## src/rtl/regfile_wb_arbiter_pkg.sv

```systemverilog
// Shared widths, register-file constants and the writeback request type
// for the register-file writeback arbiter.
package regfile_wb_arbiter_pkg;

  localparam int DATA_W   = 64;
  localparam int ADDR_W   = 5;
  localparam int NUM_REGS = 32;
  localparam logic [ADDR_W-1:0] ZERO_REG = 5'd31;

  typedef struct packed {
    logic [ADDR_W-1:0] reg_addr;
    logic [DATA_W-1:0] data;
  } wb_req_t;

endpackage

```

## src/rtl/regfile_wb_arbiter_rr.sv

```systemverilog
// Two-input round-robin grant logic. The pointer only moves when both
// requesters compete, so a lone requester never disturbs fairness.
module wb_rr_arbiter (
  input  logic clk,
  input  logic reset,
  input  logic req0,
  input  logic req1,
  output logic gnt0,
  output logic gnt1
);

  // ptr = 1 means requester 1 is favoured at the next contended cycle
  logic ptr;

  always_comb begin
    gnt0 = 1'b0;
    gnt1 = 1'b0;
    if (reset) begin
      if (req0 && req1) begin
        gnt0 = ~ptr;
        gnt1 = ptr;
      end else begin
        gnt0 = req0;
        gnt1 = req1;
      end
    end
  end

  always_ff @(posedge clk or negedge reset) begin
    if (!reset) begin
      ptr <= 1'b0;
    end else if (req0 && req1) begin
      ptr <= gnt0;
    end
  end

endmodule

```

## src/rtl/regfile_wb_arbiter.sv

```systemverilog
// Arbitrates ALU and load writebacks onto the single register-file write
// port and tracks pending destination registers for decode-stage stalls.
module regfile_wb_arbiter
  import regfile_wb_arbiter_pkg::*;
#(
  parameter int DATA_W = regfile_wb_arbiter_pkg::DATA_W,
  parameter int ADDR_W = regfile_wb_arbiter_pkg::ADDR_W
) (
  input  logic                clk,
  input  logic                reset,
  input  logic                wb0_valid,
  input  logic [ADDR_W-1:0]   wb0_reg,
  input  logic [DATA_W-1:0]   wb0_data,
  output logic                wb0_ready,
  input  logic                wb1_valid,
  input  logic [ADDR_W-1:0]   wb1_reg,
  input  logic [DATA_W-1:0]   wb1_data,
  output logic                wb1_ready,
  input  logic                rsv_valid,
  input  logic [ADDR_W-1:0]   rsv_reg,
  input  logic [ADDR_W-1:0]   ReadRegister1,
  input  logic [ADDR_W-1:0]   ReadRegister2,
  output logic                stall,
  output logic [NUM_REGS-1:0] busy_vec,
  output logic                RegWrite,
  output logic [ADDR_W-1:0]   WriteRegister,
  output logic [DATA_W-1:0]   WriteData
);

  localparam logic [ADDR_W-1:0] ZERO_IDX = ADDR_W'(ZERO_REG);

  logic                acc0;
  logic                acc1;
  logic                acc_any;
  logic [ADDR_W-1:0]   sel_reg;
  logic [DATA_W-1:0]   sel_data;
  logic [NUM_REGS-1:0] busy_next;

  wb_rr_arbiter u_arb (
    .clk   (clk),
    .reset (reset),
    .req0  (wb0_valid),
    .req1  (wb1_valid),
    .gnt0  (wb0_ready),
    .gnt1  (wb1_ready)
  );

  assign acc0    = wb0_valid && wb0_ready;
  assign acc1    = wb1_valid && wb1_ready;
  assign acc_any = acc0 || acc1;

  always_comb begin
    sel_reg  = wb0_reg;
    sel_data = wb0_data;
    if (acc1) begin
      sel_reg  = wb1_reg;
      sel_data = wb1_data;
    end
  end

  // Clear first, then set, so a same-edge reservation keeps the register busy
  always_comb begin
    busy_next = busy_vec;
    if (acc_any) begin
      busy_next[sel_reg] = 1'b0;
    end
    if (rsv_valid && (rsv_reg != ZERO_IDX)) begin
      busy_next[rsv_reg] = 1'b1;
    end
    busy_next[ZERO_IDX] = 1'b0;
  end

  always_ff @(posedge clk or negedge reset) begin
    if (!reset) begin
      busy_vec <= '0;
    end else begin
      busy_vec <= busy_next;
    end
  end

  // Writes to the zero register complete the handshake but never reach the file
  always_ff @(posedge clk or negedge reset) begin
    if (!reset) begin
      RegWrite      <= 1'b0;
      WriteRegister <= '0;
      WriteData     <= '0;
    end else if (acc_any) begin
      RegWrite      <= (sel_reg != ZERO_IDX);
      WriteRegister <= sel_reg;
      WriteData     <= sel_data;
    end else begin
      RegWrite      <= 1'b0;
    end
  end

  assign stall = ((ReadRegister1 != ZERO_IDX) && busy_vec[ReadRegister1]) ||
                 ((ReadRegister2 != ZERO_IDX) && busy_vec[ReadRegister2]);

endmodule

```

## config.mk

```make
export PLATFORM = sky130hd
export DESIGN_NAME = regfile_wb_arbiter
export DESIGN_NICKNAME = d
export VERILOG_FILES = /design/src/rtl/regfile_wb_arbiter_pkg.sv /design/src/rtl/regfile_wb_arbiter_rr.sv /design/src/rtl/regfile_wb_arbiter.sv
export SDC_FILE = /design/constraint.sdc
export NUM_CORES = 1
export LEC_CHECK = 0
export BUFFER_PORTS_ARGS = -buffer_cell sky130_fd_sc_hd__buf_2
export CAP_MARGIN = 20
export CORE_MARGIN = 8
export CORE_UTILIZATION = 25
export CTS_CLUSTER_DIAMETER = 120
export CTS_CLUSTER_SIZE = 20
export DETAILED_ROUTE_END_ITERATION = 7
export GPL_ROUTABILITY_DRIVEN = 0
export MAX_ROUTING_LAYER = met4
export PLACE_DENSITY_LB_ADDON = 0.3
export SYNTH_ARGS = -nofsm -noshare
export SYNTH_HDL_FRONTEND = slang
export SYNTH_SLANG_ARGS = --single-unit
```

## constraint.sdc

```tcl
create_clock -name clk -period 2.3 [get_ports clk]
set_clock_uncertainty 0.15 [all_clocks]
set_input_delay 0.23 -clock clk [delete_from_list [all_inputs] [get_ports clk]]
set_output_delay 0.23 -clock clk [all_outputs]
set_load 0.01 [all_outputs]
```

Yosys cells after proc, flatten, opt, wreduce, memory -nomap -nowiden --
Cells that the tools add are included.
Operators by class: reductions and logical operators 10, bitwise operators 4, equality and inequality tests 4, order comparisons 6, multiplexer cells 17
Operators by type and width (number):
- 64-bit two-way mux | 1
- 31-bit two-way mux | 2
- 31-bit AND | 1
- 31-bit inverter | 1
- 31-bit bitwise OR | 1
- 5-bit by 6-bit less-than comparator with 1-bit output, second input constant | 4
- 5-bit != test, second input constant | 4
- 1-bit binary-select mux with 5-bit select | 2
- 1-bit demux with 5-bit select | 2
- 5-bit by 1-bit greater-or-equal comparator with 1-bit output, second input constant | 2
- 1-bit two-way mux | 9
- 1-bit logical AND | 8
- 5-bit two-way mux | 1
- 1-bit logical OR | 2
- 1-bit inverter | 1
Word-level totals: bits in registers 102, output and inout bits 105, logic and storage cells 46, input port bits 158

Longest topological paths before layout --
depth in word-level cells 14, depth in mapped cells 8, mapped depth without buffers 6

Modules after synthesis --
Synthesis repeated with hierarchy kept, for this count alone.
Unflattened totals: cell total of the unflattened synthesis 596, area, all modules 5207.5 um^2
By module, submodules not included:
- regfile_wb_arbiter | sequential area each 2527.4 um^2, instances 1, area each 5141.2 um^2, cells an instance 587
- wb_rr_arbiter | sequential area each 25.0 um^2, instances 1, area each 66.3 um^2, cells an instance 9

Worst setup path before layout --
Ideal clock, no wire load.
path type reg2out, from register busy_vec[9], to output port stall, arrival 1.690 ns, data required time 1.920 ns, buffers on the path 0, stages on the path, launching flop included 4, slack 0.230 ns, cell sequence dfrtp_1 mux4_1 mux4_2 a211o_1
On the way: cells in the longest elaborated chain, start to end 4, elaborated cells on any way between the ends 7, those cells by class 4 x mux; 3 x reduce/logical
Ends and longest elaborated chain:
- start, declared | line regfile_wb_arbiter.sv:24 | output logic [NUM_REGS-1:0] busy_vec,
- start signal, assigned | line regfile_wb_arbiter.sv:77 | busy_vec <= busy_next;
- 1-bit binary-select mux with 5-bit select (on tied branches) | line regfile_wb_arbiter.sv:96, regfile_wb_arbiter.sv:97
- 1-bit two-way mux (on tied branches) | line regfile_wb_arbiter.sv:96, regfile_wb_arbiter.sv:97
- 1-bit logical AND (on tied branches) | line regfile_wb_arbiter.sv:96, regfile_wb_arbiter.sv:97
- 1-bit logical OR * | line regfile_wb_arbiter.sv:96 | assign stall = ((ReadRegister1 != ZERO_IDX) && busy_vec[ReadRegister1]) ||
- end, declared | line regfile_wb_arbiter.sv:23 | output logic stall,
Mark *: on every way between the ends. The rest lies on a longest branch, timed or not. The select of a mux whose other input is x is not followed.

Worst setup path in the final report --
from register busy_vec[0], to output port stall
The elaborated chain is that of the path after synthesis.

==> impl_metrics.json <==
{
  "routed_via_density": 4.95,
  "maxCapViolations": 0,
  "rsz0062_at_grt": "yes",
  "synth_seq_cells": 102,
  "clockBufferDepth": 2,
  "multiInputGateArea_um2": 2170,
  "crit_family": "multiplexers",
  "layout.nets": 1047,
  "hp-class": "input pin to flop",
  "seq_power_share_pct": 41.4,
  "rr_worst_depth": 6,
  "min_to": "WriteRegister[1]$_DFFE_PN0N_",
  "numCtsBuffers": 9,
  "cts_tree": "yes",
  "finalMaxSlewViolations": 0,
  "power.density_nw_per_um2": 687,
  "worstHoldPathCells": 3,
  "arrival_ps": 2100,
  "grt_overflow": 0,
  "cp_max_fo": 2,
  "io_buffers": 261,
  "drc": 0,
  "wire_per_inst_um": 18.5,
  "peakVddDrop_mv": 0.339,
  "die_h_um": 158,
  "fmaxAchievable_mhz": 403,
  "setup_ws_ps": -180,
  "grt_pass1_vias": 6098,
  "root_buffer": "clkbuf_16",
  "setup_violations": 1,
  "dp_hpwl_um": 14400,
  "regToRegSetupSlack_ps": 230,
  "yosysUniqueCellTypes": 45,
  "gr-usage-all-layers_pct": 17.4,
  "avgSynthCellArea_um2": 10.4,
  "p_leak_nw": 4.14,
  "first_iter_violations": 556,
  "synth-edff-count": 0,
  "syn_inst": 486,
  "p_switching_w": 0.00194,
  "h-tree-depth": 3,
  "drtAntennaViolNets": 0,
  "drive_gt1_share_pct": 37.0,
  "final_cells": 1167,
  "dp_cells": 1006,
  "end_kind": "primary output",
  "gr-usage-met1_pct": 20.6,
  "vias": 5776,
  "fin_tns_setup_ps": -180,
  "grt_antenna_before_repair": 2,
  "async_flop_share_pct": 100,
  "busiest_layer": "met2",
  "hold_start": "wb0_reg[1]",
  "grt_max_degree": 52,
  "mostFrequentLayoutCells": "buf_2 (260), dlygate4sd3_1 (129), dfrtp_1 (102)",
  "wl_um": 21600,
  "crit_chain": "buf_6, mux4_2, and3b_1, a31oi_1, nand4_1, a211o_1, buf_2",
  "cp_num_buf_inv": 2,
  "crit_type": "flop to primary output",
  "status": "finished, violations left",
  "die_w_um": 158,
  "placementRows": 52,
  "clkLatencyLatePin_ps": 350,
  "syn-num-nets": 644,
  "syn_area_um2": 5050,
  "hold_viol_final": 0,
  "clkPwrFrac_pct": 24.5,
  "fillers": 1996,
  "p_int_w": 0.00386,
  "yosys_most_used_dff": "dfrtp_1",
  "grt.met2_usage_pct": 27.7,
  "crit_slowest_cell": "mux4_2",
  "drtPass1Iterations": 5,
  "io_pins": 263,
  "r2r-start": "u_arb.ptr$_DFFE_PN0N_",
  "cp_slowest_stage_delay_ps": 430,
  "core_area_um2": 20000,
  "cp.required_ps": 1920,
  "p_sw_share_pct": 33.4,
  "layout.cells.most_common": "buf_2",
  "grt_use_met3_pct": 3.66,
  "start_kind": "flop",
  "min_period_ps": 2480,
  "yosysWarnings": 0,
  "grt_pass1_wl_um": 32800,
  "die-area_um2": 25000,
  "maxSlewHeadroom_pct": 57.3,
  "r2r_end": "busy_vec[3]$_DFF_PN0_",
  "ys_seq_area_share_pct": 50.5,
  "cts_sinks": 102,
  "regArea_um2": 2550,
  "final.period_utilization_pct": 108,
  "initial_core_util_pct": 25.2,
  "clk_pin_slew_worst_paths_ps": 70,
  "holdWs_ps": 92.8,
  "worst_pin_slew_ps": 640,
  "pwr-share-comb_pct": 34.0,
  "violations": "negative setup slack",
  "areaGrowthSynthToFinish_pct": 67.1
}
==> cells by family after synthesis <==
kind of cell	synth area share, %
compound gates	23.6
simple gates	10.0
flops	50.5
buf+inv	7.28
mux	8.47
other cells	0.0742
==> metrics by stage <==
stage	utilization [%]	area, um2	total power [W]	setup slack, ps
4_1_cts	41.9	8390	0.00584	-196
3_5_place_dp	33.7	6750	0.00411	3.31
6_report	42.1	8440	0.00580	-180
3_3_place_gp	33.7	6750	0.00409	21.0
5_1_grt	42.1	8440	0.00617	-307
2_1_floorplan	-	5050	0.00323	230
==> synthesized netlist by cell type, types with 5 or more instances <==
| cell type | count | area (um2) |
|---|---|---|
| nor2_1 | 20 | 75.1 |
| nand2_1 | 44 | 165 |
| mux4_1 | 6 | 158 |
| dfrtp_1 | 102 | 2550 |
| clkbuf_1 | 22 | 82.6 |
| nor2b_1 | 6 | 37.5 |
| mux2i_1 | 14 | 140 |
| a31oi_1 | 16 | 100 |
| buf_2 | 6 | 30.0 |
| inv_1 | 57 | 214 |
| buf_1 | 5 | 18.8 |
| o21ai_0 | 37 | 185 |
| nand3b_1 | 5 | 37.5 |
| o21ai_1 | 6 | 30.0 |
| a21oi_1 | 6 | 30.0 |
| nand2b_1 | 5 | 31.3 |
| o31ai_1 | 31 | 233 |
| a222oi_1 | 53 | 531 |
==> per-layer routing <==
metal / share of wire (%) / vias to the layer above
met5: 0 / -
met4: 3.5 / 0
met3: 8.3 / 59
met2: 48 / 301
met1: 40 / 2754
li1: - / 2662
==> flip-flops by register name, indices dropped and copies added (netlist names) <==
name / flops
busy_vec: 31
u_arb.ptr: 1
RegWrite: 1
WriteData: 64
WriteRegister: 5
==> layout make-up <==
class	count	area share, %
diodes	4	0.119
clock buffers	12	2.80
clock inverters	3	0.267
inverters	58	2.58
multi-input cells	291	25.7
flip-flops and latches	102	30.2
well taps	270	4.00
repair buffers	427	34.3
==> worst reg2reg max path, delay by kind of cell, from the launching register on <==
kind / cells / cell delay [ps]
AOI/OAI and AO/OA: 2 / 390
buffers and inverters: 1 / 150
DFF: 1 / 440
muxes: 1 / 420
and+or+nand+nor: 2 / 390
==> power groups by stage <==
| stage | registers [W] | logic, W | clock network [W] |
|---|---|---|---|
| 2_1_floorplan | 0.00256 | 0.000672 | 0 |
| 4_1_cts | 0.00239 | 0.00196 | 0.00149 |
| 5_1_grt | 0.00246 | 0.00216 | 0.00155 |
| 3_5_place_dp | 0.00244 | 0.00167 | 0 |
| 3_3_place_gp | 0.00244 | 0.00166 | 0 |
| 6_report | 0.00240 | 0.00197 | 0.00142 |
==> worst max-delay path by stage <==
stage / from / end / slack (ps) / cells after the start
after CTS: busy_vec[0]$_DFF_PN0_ / stall / -200 / 7
after detailed placement: ReadRegister2[0] / stall / 3 / 7
final: busy_vec[0]$_DFF_PN0_ / stall / -180 / 7
after global placement: ReadRegister2[0] / stall / 20 / 7
after floorplan: busy_vec[9]$_DFF_PN0_ / stall / 230 / 3
after global routing: busy_vec[0]$_DFF_PN0_ / stall / -310 / 7
==> repair_timing <==
item / in CTS / in global routing
hold endpoints to repair: 96 / 0
hold buffers: 129 / 0
setup buffers: 13 / 0
setup endpoints to repair: 2 / 73
pin swaps: 1 / 0
resized for setup: 5 / 8
Note: power is estimated with default switching activity, not from simulation.
